$ cat src/rtl/mpe_pkg.sv
// Shared types and default sizing for the matrix product engine.
package mpe_pkg;

  typedef enum logic [2:0] {
    S_IDLE  = 3'd0,
    S_MAC   = 3'd1,
    S_DRAIN = 3'd2,
    S_WRITE = 3'd3,
    S_DONE  = 3'd4
  } state_e;

  localparam int N_DEF      = 8;
  localparam int DATA_W_DEF = 16;
  localparam int COEF_W_DEF = 16;
  localparam int ACC_W_DEF  = 32;
  localparam int OUT_W_DEF  = 16;
  localparam int SHIFT_DEF  = 8;

endpackage

$ cat src/rtl/mpe_mac.sv
// Signed multiply-accumulate; control is delayed one cycle internally to line up
// with the one-cycle read latency of the operand RAMs.
module mpe_mac
  import mpe_pkg::*;
#(
  parameter int DATA_W = DATA_W_DEF,
  parameter int COEF_W = COEF_W_DEF,
  parameter int ACC_W  = ACC_W_DEF
) (
  input  logic              clk,
  input  logic              rst_n,
  input  logic              srst,
  input  logic              issue,
  input  logic              first,
  input  logic [DATA_W-1:0] a,
  input  logic [COEF_W-1:0] c,
  output logic [ACC_W-1:0]  acc
);

  localparam int PW = DATA_W + COEF_W;

  logic             en_q, en_d;
  logic             load_q, load_d;
  logic [ACC_W-1:0] acc_q, acc_d;

  logic signed [PW-1:0]    prod_s;
  logic signed [ACC_W-1:0] prod_ext_s;

  // Product of the operands returned for the previous issue cycle; sum wraps.
  always_comb begin
    prod_s     = PW'($signed(a)) * PW'($signed(c));
    prod_ext_s = ACC_W'(prod_s);
    en_d       = issue;
    load_d     = first;
    acc_d      = acc_q;
    if (srst) begin
      en_d   = 1'b0;
      load_d = 1'b0;
      acc_d  = '0;
    end else if (en_q) begin
      if (load_q) begin
        acc_d = prod_ext_s;
      end else begin
        acc_d = acc_q + prod_ext_s;
      end
    end else begin
      acc_d = acc_q;
    end
  end

  // Accumulator and delayed control registers.
  always_ff @(posedge clk or negedge rst_n) begin
    if (!rst_n) begin
      en_q   <= 1'b0;
      load_q <= 1'b0;
      acc_q  <= '0;
    end else begin
      en_q   <= en_d;
      load_q <= load_d;
      acc_q  <= acc_d;
    end
  end

  assign acc = acc_q;

endmodule

$ cat src/rtl/matrix_product_engine.sv
// Computes R = A*C (mode 0) or R = transpose(C)*A (mode 1) over row-major RAMs,
// one element at a time, with arithmetic shift and optional [0,255] clipping.
module matrix_product_engine
  import mpe_pkg::*;
#(
  parameter int N      = N_DEF,
  parameter int DATA_W = DATA_W_DEF,
  parameter int COEF_W = COEF_W_DEF,
  parameter int ACC_W  = ACC_W_DEF,
  parameter int OUT_W  = OUT_W_DEF,
  parameter int SHIFT  = SHIFT_DEF,
  localparam int LW    = $clog2(N),
  localparam int AW    = 2 * LW
) (
  input  logic              Clock_50,
  input  logic              Resetn,
  input  logic              start,
  input  logic              mode,
  input  logic              clip_en,
  output logic [AW-1:0]     Address_A,
  input  logic [DATA_W-1:0] Data_out_A,
  output logic [AW-1:0]     Address_C,
  input  logic [COEF_W-1:0] Data_out_C,
  output logic [AW-1:0]     Address_R,
  output logic              Write_en_R,
  output logic [OUT_W-1:0]  Data_in_R,
  output logic              busy,
  output logic              finish
);

  localparam logic [LW-1:0]         IDX_LAST = LW'(N - 1);
  localparam logic signed [ACC_W-1:0] CLIP_HI = ACC_W'(32'sd255);

  state_e        state_q, state_d;
  logic [LW-1:0] i_q, i_d;
  logic [LW-1:0] j_q, j_d;
  logic [LW-1:0] k_q, k_d;
  logic          mode_q, mode_d;
  logic          clip_q, clip_d;

  logic                    issue_s, first_s, mac_clr_s;
  logic [ACC_W-1:0]        acc_s;
  logic signed [ACC_W-1:0] shifted_s;
  logic [OUT_W-1:0]        result_s;

  mpe_mac #(
    .DATA_W (DATA_W),
    .COEF_W (COEF_W),
    .ACC_W  (ACC_W)
  ) u_mac (
    .clk   (Clock_50),
    .rst_n (Resetn),
    .srst  (mac_clr_s),
    .issue (issue_s),
    .first (first_s),
    .a     (Data_out_A),
    .c     (Data_out_C),
    .acc   (acc_s)
  );

  // State, element counters and latched run configuration.
  always_ff @(posedge Clock_50 or negedge Resetn) begin
    if (!Resetn) begin
      state_q <= S_IDLE;
      i_q     <= '0;
      j_q     <= '0;
      k_q     <= '0;
      mode_q  <= 1'b0;
      clip_q  <= 1'b0;
    end else begin
      state_q <= state_d;
      i_q     <= i_d;
      j_q     <= j_d;
      k_q     <= k_d;
      mode_q  <= mode_d;
      clip_q  <= clip_d;
    end
  end

  // Next-state sequencing: N issue cycles, one drain, one write per element.
  always_comb begin
    state_d = state_q;
    case (state_q)
      S_IDLE: begin
        if (start) state_d = S_MAC;
        else       state_d = S_IDLE;
      end
      S_MAC: begin
        if (k_q == IDX_LAST) state_d = S_DRAIN;
        else                 state_d = S_MAC;
      end
      S_DRAIN: state_d = S_WRITE;
      S_WRITE: begin
        if ((i_q == IDX_LAST) && (j_q == IDX_LAST)) state_d = S_DONE;
        else                                        state_d = S_MAC;
      end
      S_DONE:  state_d = S_IDLE;
      default: state_d = S_IDLE;
    endcase
  end

  // Index counters walk k inside an element, then j, then i.
  always_comb begin
    i_d    = i_q;
    j_d    = j_q;
    k_d    = k_q;
    mode_d = mode_q;
    clip_d = clip_q;
    case (state_q)
      S_IDLE: begin
        if (start) begin
          mode_d = mode;
          clip_d = clip_en;
          i_d    = '0;
          j_d    = '0;
          k_d    = '0;
        end else begin
          mode_d = mode_q;
          clip_d = clip_q;
        end
      end
      S_MAC: begin
        if (k_q == IDX_LAST) k_d = '0;
        else                 k_d = k_q + LW'(1);
      end
      S_WRITE: begin
        if (j_q == IDX_LAST) begin
          j_d = '0;
          if (i_q == IDX_LAST) i_d = '0;
          else                 i_d = i_q + LW'(1);
        end else begin
          j_d = j_q + LW'(1);
        end
      end
      default: begin
        k_d = k_q;
      end
    endcase
  end

  // Shift then either saturate to a byte or keep the low OUT_W bits.
  always_comb begin
    shifted_s = $signed(acc_s) >>> SHIFT;
    if (clip_q) begin
      if (shifted_s[ACC_W-1])      result_s = '0;
      else if (shifted_s > CLIP_HI) result_s = OUT_W'(32'd255);
      else                         result_s = shifted_s[OUT_W-1:0];
    end else begin
      result_s = shifted_s[OUT_W-1:0];
    end
  end

  // Output decode; row-major addresses are plain index concatenations.
  always_comb begin
    Address_A  = '0;
    Address_C  = '0;
    Address_R  = '0;
    Write_en_R = 1'b0;
    Data_in_R  = '0;
    busy       = 1'b0;
    finish     = 1'b0;
    issue_s    = 1'b0;
    first_s    = 1'b0;
    mac_clr_s  = 1'b0;
    case (state_q)
      S_IDLE: mac_clr_s = 1'b1;
      S_MAC: begin
        busy    = 1'b1;
        issue_s = 1'b1;
        first_s = (k_q == '0);
        if (mode_q) begin
          Address_A = {k_q, j_q};
          Address_C = {k_q, i_q};
        end else begin
          Address_A = {i_q, k_q};
          Address_C = {k_q, j_q};
        end
      end
      S_DRAIN: busy = 1'b1;
      S_WRITE: begin
        busy       = 1'b1;
        Write_en_R = 1'b1;
        Address_R  = {i_q, j_q};
        Data_in_R  = result_s;
      end
      S_DONE:  finish = 1'b1;
      default: mac_clr_s = 1'b1;
    endcase
  end

endmodule

$ cat config.mk
export PLATFORM = sky130hd
export DESIGN_NAME = matrix_product_engine
export DESIGN_NICKNAME = d
export VERILOG_FILES = /design/src/rtl/mpe_pkg.sv /design/src/rtl/mpe_mac.sv /design/src/rtl/matrix_product_engine.sv
export SDC_FILE = /design/constraint.sdc
export NUM_CORES = 1
export LEC_CHECK = 0
export CAP_MARGIN = 15
export CORE_MARGIN = 2
export CORE_UTILIZATION = 30
export DETAILED_ROUTE_END_ITERATION = 16
export HOLD_SLACK_MARGIN = 0.06
export PLACE_DENSITY = 0.44
export SLEW_MARGIN = 25
export SYNTH_ARGS = -nofsm -noshare
export SYNTH_HDL_FRONTEND = slang
export SYNTH_SLANG_ARGS = --single-unit
$ cat constraint.sdc
create_clock -name Clock_50 -period 3.4 [get_ports Clock_50]
set_input_delay 0.34 -clock Clock_50 [delete_from_list [all_inputs] [get_ports Clock_50]]
set_output_delay 0.34 -clock Clock_50 [all_outputs]
set_load 0.005 [all_outputs]
==> key figures, run 1 <==
Status
  • Status: finished, violations left
  • Failing checks: negative setup slack

Floorplan
  • Die width: 218 µm
  • Initial Utilization: a little under a third
  • Die Y: around 220 µm
  • # rows: approximately 80
  • Core footprint: 0.0454 mm²
  • Top Ports: between 70 and 80
  • Die area: 0.0476 mm²

Critical path
  • Worst reg2reg path depth: 12
  • Crit path largest cell delay: about 0.56 ns
  • CP Launch Type: input pin
  • Max FO, Critical Path: 6
  • Top Family by Delay on Critical Path: adder cells
  • Worst setup path class: input pin to flop
  • Most Frequent Cell on Critical Path: fa_1
  • Data arrival, critical path: 7.43 ns
  • CP Capture Type: flop
  • Worst r2r src: u_mac.acc[10]$_DFFE_PN0P_
  • CP startpoint: Data_out_C[3]
  • WP buf/inv: 8
  • CP Data Required Time: roughly 3.6 ns
  • Crit path depth: 33
  • Slowest-stage cell, CP: fa_1

Placement
  • DP HPWL: about 32000 µm
  • Setup Slack @ Placement: -4.76 ns
  • Dpl cell area: between 0.015 and 0.02 mm²
  • GPL Wtd Cong: about 0.80
  • IO buf count: 73
  • Dpl cells: about 2.5k

STA
  • Slew at the pin closest to its max-slew limit: 0.909 ns
  • Final WS setup: -3.87 ns
  • Worst clock skew: roughly 0.010 ns
  • Final slew viol count: 0
  • Hold slack: ~0.16 ns
  • Fin crit period: about 7.3 ns
  • Final setup fails: 28
  • RSZ-0062 raised after global routing: true
  • Final hold vios: 0
  • Max Clock Freq: around 0.14 GHz
  • Tcrit/Tclk final: 214%
  • Relative slew slack: between 30 and 40%

Global routing
  • First-pass GRT wire length: around 66000 µm
  • GRT Resource Usage Total: roughly 17%
  • Largest net degree at the start of global routing: 37
  • Met2 GRT Util: 30.7%
  • Met3 usage in global routing: under 10%
  • GRT met1 Usage: between 20% and 30%
  • Vias in the first global route: 12.7k
  • GRT overflow: 0
  • Layer with the highest usage: met2
  • Antenna violations before repair: 0

Synth
  • Synth area leader: fa_1
  • Seq/Total Area, Yosys: a little under 9%
  • Synth top area share: a little under two fifths
  • Top cells by area, synth: fa_1 38%, ha_1 11%, dfrtp_1 8.7%
  • YS warnings: 0
  • Synth Register Bits: 48
  • Top_reg_cell synth: dfrtp_1
  • Ys async rst share: 100%
  • Syn_nets: slightly below 2k
  • Cell variety after synth: 59
  • Synth Instances: 1568
  • Post-Syn Area: around 0.014 mm²
  • EDFF count, synth: 0
  • Post-Synthesis Mean Instance Area: roughly 9 µm²

Drt
  • Routed vias: approximately 12k
  • Final ANT Viol Nets: 0
  • Routed WL: about 40000 µm
  • Routed length per instance: between 15 and 20 µm
  • Vias per cell: between 4 and 5
  • DRC Markers: 0
  • First drt pass iteration count: 5
  • Initial drt markers: 494

Run
  • MaxCap Viol Count: 0

CTS
  • H-tree Lvls: 2
  • Clock sinks: between 40 and 50
  • Hold Buf Count CTS: 0
  • CTS tree: yes
  • Total CTS buffers: 5
  • Clk Latency, worst-skew pair: roughly 0.30 ns
  • Clock slew at reported path FFs: around 0.080 ns
  • Root buf cell: clkbuf_16
  • Longest Clk Path Bufs: 2

Final layout
  • Nets: 2370
  • Most frequent cells in the layout: 282 x inv_1, 282 x buf_4, 250 x fa_1
  • Finished Layout Cells: around 2.6k
  • Fin area: slightly below 0.02 mm²
  • Area growth, synth to finish: 43.8%
  • Antenna diodes: 0
  • Filler Cells Inserted: ~4.5k
  • Share of layout cells above drive strength 1: about a third

Min path
  • Hold Path Class: input pin to async pin
## routing by layer
metal | share of wire, % | wire length, µm | up-vias
li1 | - | - | 5643
met1 | 46 | 18200 | 5985
met2 | 51 | 20400 | 126
met3 | 2.1 | 830 | 28
met4 | 1.2 | 484 | 0
met5 | 0 | 0 | -
## per-stage QoR
stage / util [%] / TNS [ns]
2_1_floorplan: - / -68.84
3_3_place_gp: 38.7 / -104.77
3_5_place_dp: 38.7 / -104.65
4_1_cts: 42.6 / -83.98
5_1_grt: 43.7 / -90.65
6_report: 43.7 / -83.13
## Yosys cell counts (all sizes together) (11+ instances only)
cell	instances
inv	312
fa	263
nand2	184
and2	135
ha	120
a21oi	67
nor2	63
o21ai	60
clkbuf	49
dfrtp	48
xnor2	36
a21o	24
xor2	20
o21a	17
and3	14
mux2i	14
nand3	12
nand2b	11
## flip-flops by register name, indices dropped and copies added, names as in the netlist
register      flops
u_mac.acc        32
i_q               3
j_q               3
k_q               3
state_q           3
clip_q            1
mode_q            1
u_mac.en_q        1
u_mac.load_q      1
## final timing paths
kind / endpoint / slack (ns)
worst max-delay path: u_mac.acc[31]$_DFFE_PN0P_ / -3.87
worst min-delay path: j_q[1]$_DFFE_PN0P_ / 0.16
worst max register to register: u_mac.acc[31]$_DFFE_PN0P_ / 0.45
worst min register to register: u_mac.acc[0]$_DFFE_PN0P_ / 0.50
max in group asynchronous: u_mac.acc[4]$_DFFE_PN0P_ / 2.48
min in group Clock_50: u_mac.acc[0]$_DFFE_PN0P_ / 0.50
## cell type report
| cell class | instances | area [µm²] | area share [%] |
|---|---|---|---|
| multi-input combinational | 1155 | 12600 | 63.7 |
| timing repair buffer | 428 | 3860 | 19.5 |
| sequential | 48 | 1200 | 6.06 |
| inverter | 312 | 1170 | 5.92 |
| tap | 600 | 751 | 3.79 |
| clock buffer | 5 | 125 | 0.631 |
| clock inverter | 3 | 68.8 | 0.347 |
## worst reg2reg max path, cell delays in order, from the launching register on
cell	delay (ns)
dfrtp_1	0.44
ha_4	0.27
a21oi_1	0.34
o21ai_0	0.22
a311oi_2	0.42
o211ai_1	0.14
buf_4	0.18
a21oi_2	0.14
nor2_2	0.06
a31oi_2	0.15
mux2i_1	0.23
xnor2_1	0.13
o21ai_1	0.08
## repair_timing
action | 4_1_cts | 5_1_grt
gates resized for setup | 343 | 87
hold endpoints to repair | 0 | 0
buffers inserted | 60 | 34
pin swaps | 134 | 72
endpoints found under the setup margin | 29 | 29
cloned | 7 | 0
## kinds of logic after synthesis
kind of cell	Yosys count	share of synthesized area (%)
compound gates	235	10.9
fa+ha+maj	383	49.1
mux	14	1.02
simple gates	467	16.8
buf+inv	365	9.95
xor+xnor	56	3.56
flops	48	8.72
Power of run 1 is not shown: default switching activity piles up to over one toggle a cycle in this logic, so the estimate is an artifact.
==> inputs of run 2 (changes only) <==
Settings changed: CORE_MARGIN 2 to 4, CTS_CLUSTER_DIAMETER from default to 40, SLEW_MARGIN 25 to 30.
==> run 2 against run 1 <==
Effect of this change:
- the run still ends with negative setup slack left
- clock skew up 0.00072 ns
- die area up 3.7%
- sequential share of layout area down 0.056 points
- worst hold slack worse by 0.029 ns
- utilization up 0.41 points
- count of clock-buffer cells in the layout unchanged
- worst setup slack better by 0.035 ns
- final cell count unchanged
- routed wire length up 2.1%
- critical path depth unchanged
- final area up 0.94%
- via count about the same
- highest routed layer unchanged
==> key figures, run 2 (synthesis gave the netlist of run 1 again) <==
Status
  • Status: finished, violations left
  • Failing checks: negative setup slack

Drt
  • DRC Markers: 0 (unchanged)
  • First drt pass iteration count: 4 (-1)
  • Initial drt markers: 427 (-14%)
  • Routed length per instance: 16.0 µm (+2.1%)
  • Routed vias: 11.8k (-0.085%)
  • Vias per cell: 4.61 (about the same)
  • Routed WL: 40700 µm (+2.1%)
  • Final ANT Viol Nets: 0 (unchanged)

Floorplan
  • Core footprint: 0.0454 mm² (unchanged)
  • Die Y: 222 µm (+1.8%)
  • Die area: 0.0494 mm² (+3.7%)
  • Initial Utilization: 30.4% (unchanged)
  • Top Ports: 74 (unchanged)
  • Die width: 222 µm (+1.8%)
  • # rows: 78 (unchanged)

STA
  • Final WS setup: -3.84 ns (+0.0346 ns)
  • RSZ-0062 raised after global routing: true
  • Final hold vios: 0 (unchanged)
  • Slew at the pin closest to its max-slew limit: 0.877 ns (-0.0317 ns)
  • Max Clock Freq: 0.138 GHz (+0.48%)
  • Relative slew slack: 41.4% (+2.0 points)
  • Final setup fails: 28 (unchanged)
  • Final slew viol count: 0 (unchanged)
  • Fin crit period: 7.24 ns (-0.0346 ns)
  • Worst clock skew: 0.0110 ns (+0.000724 ns)
  • Tcrit/Tclk final: 213% (-1.0 points)

CTS
  • H-tree Lvls: 2 (unchanged)
  • CTS tree: yes
  • Clk Latency, worst-skew pair: 0.31 ns (about the same)
  • Clock sinks: 48 (unchanged)
  • Total CTS buffers: 5 (unchanged)
  • Longest Clk Path Bufs: 2 (unchanged)
  • Root buf cell: clkbuf_16
  • Clock slew at reported path FFs: 0.08 ns (about the same)

Final layout
  • Nets: 2370 (unchanged)
  • Fin area: 0.0200 mm² (+0.94%)
  • Max FFs per register: 32 (unchanged)
  • Finished Layout Cells: 2551 (unchanged)
  • Finished Core Util: 44.1% (+0.41 points)
  • Antenna diodes: 0 (unchanged)
  • Share of layout cells above drive strength 1: 34.4% (+0.87 points)
  • Commonest non-fill, non-tap cell in the layout: inv_1
  • Area growth, synth to finish: 45.2%
  • Most frequent cells in the layout: 278 x inv_1, 269 x buf_4, 240 x fa_1

Critical path
  • Crit path depth: 33 (unchanged)
  • Worst setup path class: input pin to flop
  • WP buf/inv: 8 (unchanged)
  • Max FO, Critical Path: 5 (-1)
  • CP Data Required Time: 3.56 ns (about the same)
  • Slowest-stage cell, CP: fa_2
  • Worst reg2reg path depth: 12 (unchanged)
  • Crit path largest cell delay: 0.56 ns (about the same)
  • CP Capture Type: flop
  • CP Launch Type: input pin
  • Data arrival, critical path: 7.40 ns (-0.03 ns)
  • Top Family by Delay on Critical Path: adder cells

Placement
  • Dpl cells: 2456 (+0.041%)
  • DP HPWL: 32100 µm (+0.73%)
  • IO buf count: 73 (unchanged)
  • GPL Wtd Cong: 0.819 (+2.7%)
  • Dpl cell area: 0.0176 mm² (about the same)

Min path
  • Hold Path Class: input pin to async pin

Global routing
  • Vias in the first global route: 12.8k (+0.61%)
  • Largest net degree at the start of global routing: 37 (unchanged)
  • GRT overflow: 0 (unchanged)
  • Antenna violations before repair: 0 (unchanged)
  • GRT Resource Usage Total: 16.8% (-0.57 points)
  • First-pass GRT wire length: 68100 µm (+2.5%)

Run
  • MaxCap Viol Count: 0 (unchanged)
[run 2: area by class of cell]
cell class | count | area, µm²
Fill cell | 4399 | 25400
Multi-Input combinational cell | 1155 | 12700
Timing Repair Buffer | 428 | 3980
Clock buffer | 5 | 125
Inverter | 312 | 1170
Tap cell | 600 | 751
Sequential cell | 48 | 1200
Clock inverter | 3 | 68.8
[run 2: layer usage]
layer / global-route usage [%] / up-vias / share of wire, %
li1: - / 5650 / -
met1: 22.8 / 5910 / 45
met2: 29.0 / 154 / 50
met3: 1.77 / 58 / 2.7
met4: 3.98 / 0 / 2.6
met5: 0 / - / 0
[run 2: what timing repair did]
| action | CTS | global route |
|---|---|---|
| buffers inserted | 63 | 24 |
| gates resized for setup | 376 | 114 |
| hold buffers | 0 | 0 |
| setup endpoints to repair | 29 | 28 |
| pin swaps | 134 | 89 |
| gates cloned | 12 | 0 |
[run 2: per-stage QoR]
step / setup TNS (ns) / setup slack [ns] / hold WS, ns
6_report: -80.30 / -3.84 / 0.128
5_1_grt: -86.29 / -4.06 / 0.187
4_1_cts: -81.10 / -3.90 / 0.130
3_5_place_dp: -103.31 / -4.78 / 0.476
3_3_place_gp: -103.49 / -4.72 / 0.473
2_1_floorplan: -68.84 / -3.70 / 0.0444
[run 2: final timing paths]
check / from / endpoint / slack (ns)
worst max-delay path: Data_out_C[4] / u_mac.acc[31]$_DFFE_PN0P_ / -3.84
worst min-delay path: Resetn / mode_q$_DFFE_PN0P_ / 0.13
worst max register to register: u_mac.acc[0]$_DFFE_PN0P_ / u_mac.acc[26]$_DFFE_PN0P_ / 0.55
worst min register to register: u_mac.acc[0]$_DFFE_PN0P_ / u_mac.acc[0]$_DFFE_PN0P_ / 0.50
max in group asynchronous: Resetn / u_mac.acc[22]$_DFFE_PN0P_ / 2.46
min in group Clock_50: u_mac.acc[0]$_DFFE_PN0P_ / u_mac.acc[0]$_DFFE_PN0P_ / 0.50
Power of run 2 is left out for the same reason.
==> inputs of run 3 (changes only) <==
Settings changed: TNS_END_PERCENT from default to 10.
==> run 3 against run 2 <==
Effect of this change:
- the run still ends with negative setup slack left
- count of clock-buffer cells in the layout did not move
- die area did not move
- register-to-register slack barely moved
- largest cell class unchanged
- utilization fell by 3.3 points
- worst hold slack got worse by 0.031 ns
- sequential share of layout area rose by 0.48 points
- clock skew rose by 0.0017 ns
==> key figures, run 3 (synthesis gave the netlist of run 1 again) <==
Critical path
  • Worst setup path class: input pin to flop
  • CP Capture Type: flop
  • Slowest-stage cell, CP: fa_1
  • Max FO, Critical Path: 5 (unchanged)
  • Worst r2r src: u_mac.acc[0]$_DFFE_PN0P_
  • CP Data Required Time: 3.55 ns (about the same)
  • FF-to-FF End: u_mac.acc[24]$_DFFE_PN0P_
  • Worst reg2reg path depth: 14 (+2)
  • Data arrival, critical path: 7.51 ns (+0.11 ns)
  • Crit path largest cell delay: 0.52 ns (-0.04 ns)
  • Most Frequent Cell on Critical Path: fa_1
  • Reg2Reg Setup Slack: 0.55 ns (about the same)
  • CP Launch Type: input pin

Final layout
  • Nets: 2323 (-2.0%)
  • Finished Core Util: 40.8% (-3.3 points)
  • Area growth, synth to finish: 34.4%
  • Share of layout cells above drive strength 1: 26.3% (-8.1 points)
  • Max FFs per register: 32 (unchanged)
  • Most frequent cells in the layout: 295 x inv_1, 275 x buf_4, 250 x fa_1
  • Finished Layout Cells: 2504 (-1.8%)
  • Commonest non-fill, non-tap cell in the layout: inv_1
  • Antenna diodes: 0 (unchanged)

Drt
  • Final ANT Viol Nets: 0 (unchanged)
  • Routed length per instance: 15.4 µm (-3.7%)
  • First drt pass iteration count: 4 (unchanged)
  • Initial drt markers: 463 (+8.4%)
  • Routed vias: 11.5k (-2.5%)
  • DRC Markers: 0 (unchanged)
  • Vias per cell: 4.58 (-0.70%)
  • Routed WL: 38500 µm (-5.4%)

Run
  • MaxCap Viol Count: 0 (unchanged)

CTS
  • Longest Clk Path Bufs: 2 (unchanged)
  • Total CTS buffers: 5 (unchanged)
  • CTS tree: yes
  • Hold Buf Count CTS: 0 (unchanged)
  • H-tree Lvls: 2 (unchanged)
  • Clock sinks: 48 (unchanged)
  • Clock slew at reported path FFs: 0.08 ns (about the same)
  • Clk Latency, worst-skew pair: 0.30 ns (about the same)
  • Root buf cell: clkbuf_16

STA
  • Slew at the pin closest to its max-slew limit: 0.804 ns (-0.0729 ns)
  • Worst clock skew: 0.0127 ns (+0.00170 ns)
  • Total Neg Setup Slack: -83.04 ns (-2.74 ns)
  • Relative slew slack: 46.2% (+4.9 points)
  • RSZ-0062 raised after global routing: true
  • Fin crit period: 7.36 ns (+0.119 ns)
  • Tcrit/Tclk final: 216% (+3.5 points)
  • Final setup fails: 28 (unchanged)
  • Max Clock Freq: 0.136 GHz (-1.6%)
  • Final WS setup: -3.96 ns (-0.119 ns)
  • Final hold vios: 0 (unchanged)
  • Final slew viol count: 0 (unchanged)

Placement
  • GPL Wtd Cong: 0.809 (-1.2%)
  • IO buf count: 73 (unchanged)
  • DP HPWL: 31900 µm (-0.53%)
  • Dpl cells: 2442 (-0.57%)

Global routing
  • First-pass GRT wire length: 65200 µm (-4.3%)
  • GRT Resource Usage Total: 15.9% (-0.87 points)
  • Antenna violations before repair: 0 (unchanged)
  • Largest net degree at the start of global routing: 37 (unchanged)
  • Vias in the first global route: 12.4k (-2.5%)
  • GRT overflow: 0 (unchanged)

Floorplan
  • Core footprint: 0.0454 mm² (unchanged)
  • Top Ports: 74 (unchanged)
  • # rows: 78 (unchanged)
  • Initial Utilization: 30.4% (unchanged)
  • Die width: 222 µm (unchanged)
  • Die Y: 222 µm (unchanged)
  • Die area: 0.0494 mm² (unchanged)

Status
  • Failing checks: negative setup slack
  • Status: finished, violations left

Min path
  • Hold Path Class: input pin to async pin
[run 3: cell types whose count changed in the layout (fill, tap and decap cells not counted), moves of 13 or more]
| cell | change |
|---|---|
| and2_1 | +19 |
| and2_4 | -19 |
| buf_6 | -48 |
| ha_1 | +21 |
| ha_4 | -17 |
| inv_1 | +17 |
| inv_2 | -17 |
| nand2_1 | +16 |
| nand2_2 | -13 |
[run 3: worst max-delay path by stage]
stage | start | end | slack, ns | cells past startpoint
after floorplan | Data_out_C[6] | u_mac.acc[31]$_DFFE_PN0P_ | -3.70 | 31
after global placement | Data_out_C[5] | u_mac.acc[31]$_DFFE_PN0P_ | -4.97 | 31
after detailed placement | Data_out_C[5] | u_mac.acc[31]$_DFFE_PN0P_ | -5.05 | 31
after CTS | Data_out_A[4] | u_mac.acc[31]$_DFFE_PN0P_ | -4.05 | 32
after global routing | Data_out_C[3] | u_mac.acc[31]$_DFFE_PN0P_ | -4.22 | 33
final | Data_out_A[1] | u_mac.acc[31]$_DFFE_PN0P_ | -3.96 | 31
[run 3: critical path: cells and delay by family]
kind	cells	cell delay, ns
adder cells (fa/ha/maj)	8	3.52
AO/OA/AOI/OAI	8	1.25
AND/OR/NAND/NOR	6	1.13
buffers and inverters	6	0.71
XOR/XNOR	2	0.30
multiplexers	1	0.25
[run 3: timing repair]
action | 4_1_cts | 5_1_grt
hold endpoints to repair | 0 | 0
resized for setup | 241 | 69
gates cloned | 6 | 0
setup buffers | 43 | 7
pin swaps | 91 | 59
endpoints found under the setup margin | 29 | 28
[run 3: layer usage]
| metal | share of wire [%] | up-vias | wire, µm | global-route usage (%) |
|---|---|---|---|---|
| li1 | - | 5550 | - | - |
| met1 | 45 | 5798 | 17300 | 21.5 |
| met2 | 52 | 91 | 19900 | 28.4 |
| met3 | 2.0 | 35 | 751 | 1.28 |
| met4 | 1.5 | 0 | 589 | 2.76 |
| met5 | 0 | - | 0 | 0 |
[run 3: final cells by class]
cell class	count	area (µm²)
clock buffer	5	125
clock inverter	3	25.0
fill	4576	26900
inverter	312	1170
multi-input combinational	1155	12000
sequential	48	1200
tap	600	751
timing repair buffer	381	3290
[run 3: metrics by stage]
step,worst slack [ns],hold slack (ns),instance area [µm²]
detailed placement,-5.05,0.468,17200
global placement,-4.97,0.461,17200
floorplan,-3.70,0.0444,14100
global route,-4.22,0.168,18500
finish,-3.96,0.0967,18500
CTS,-4.05,0.135,18300
Power of run 3 is left out for the same reason.
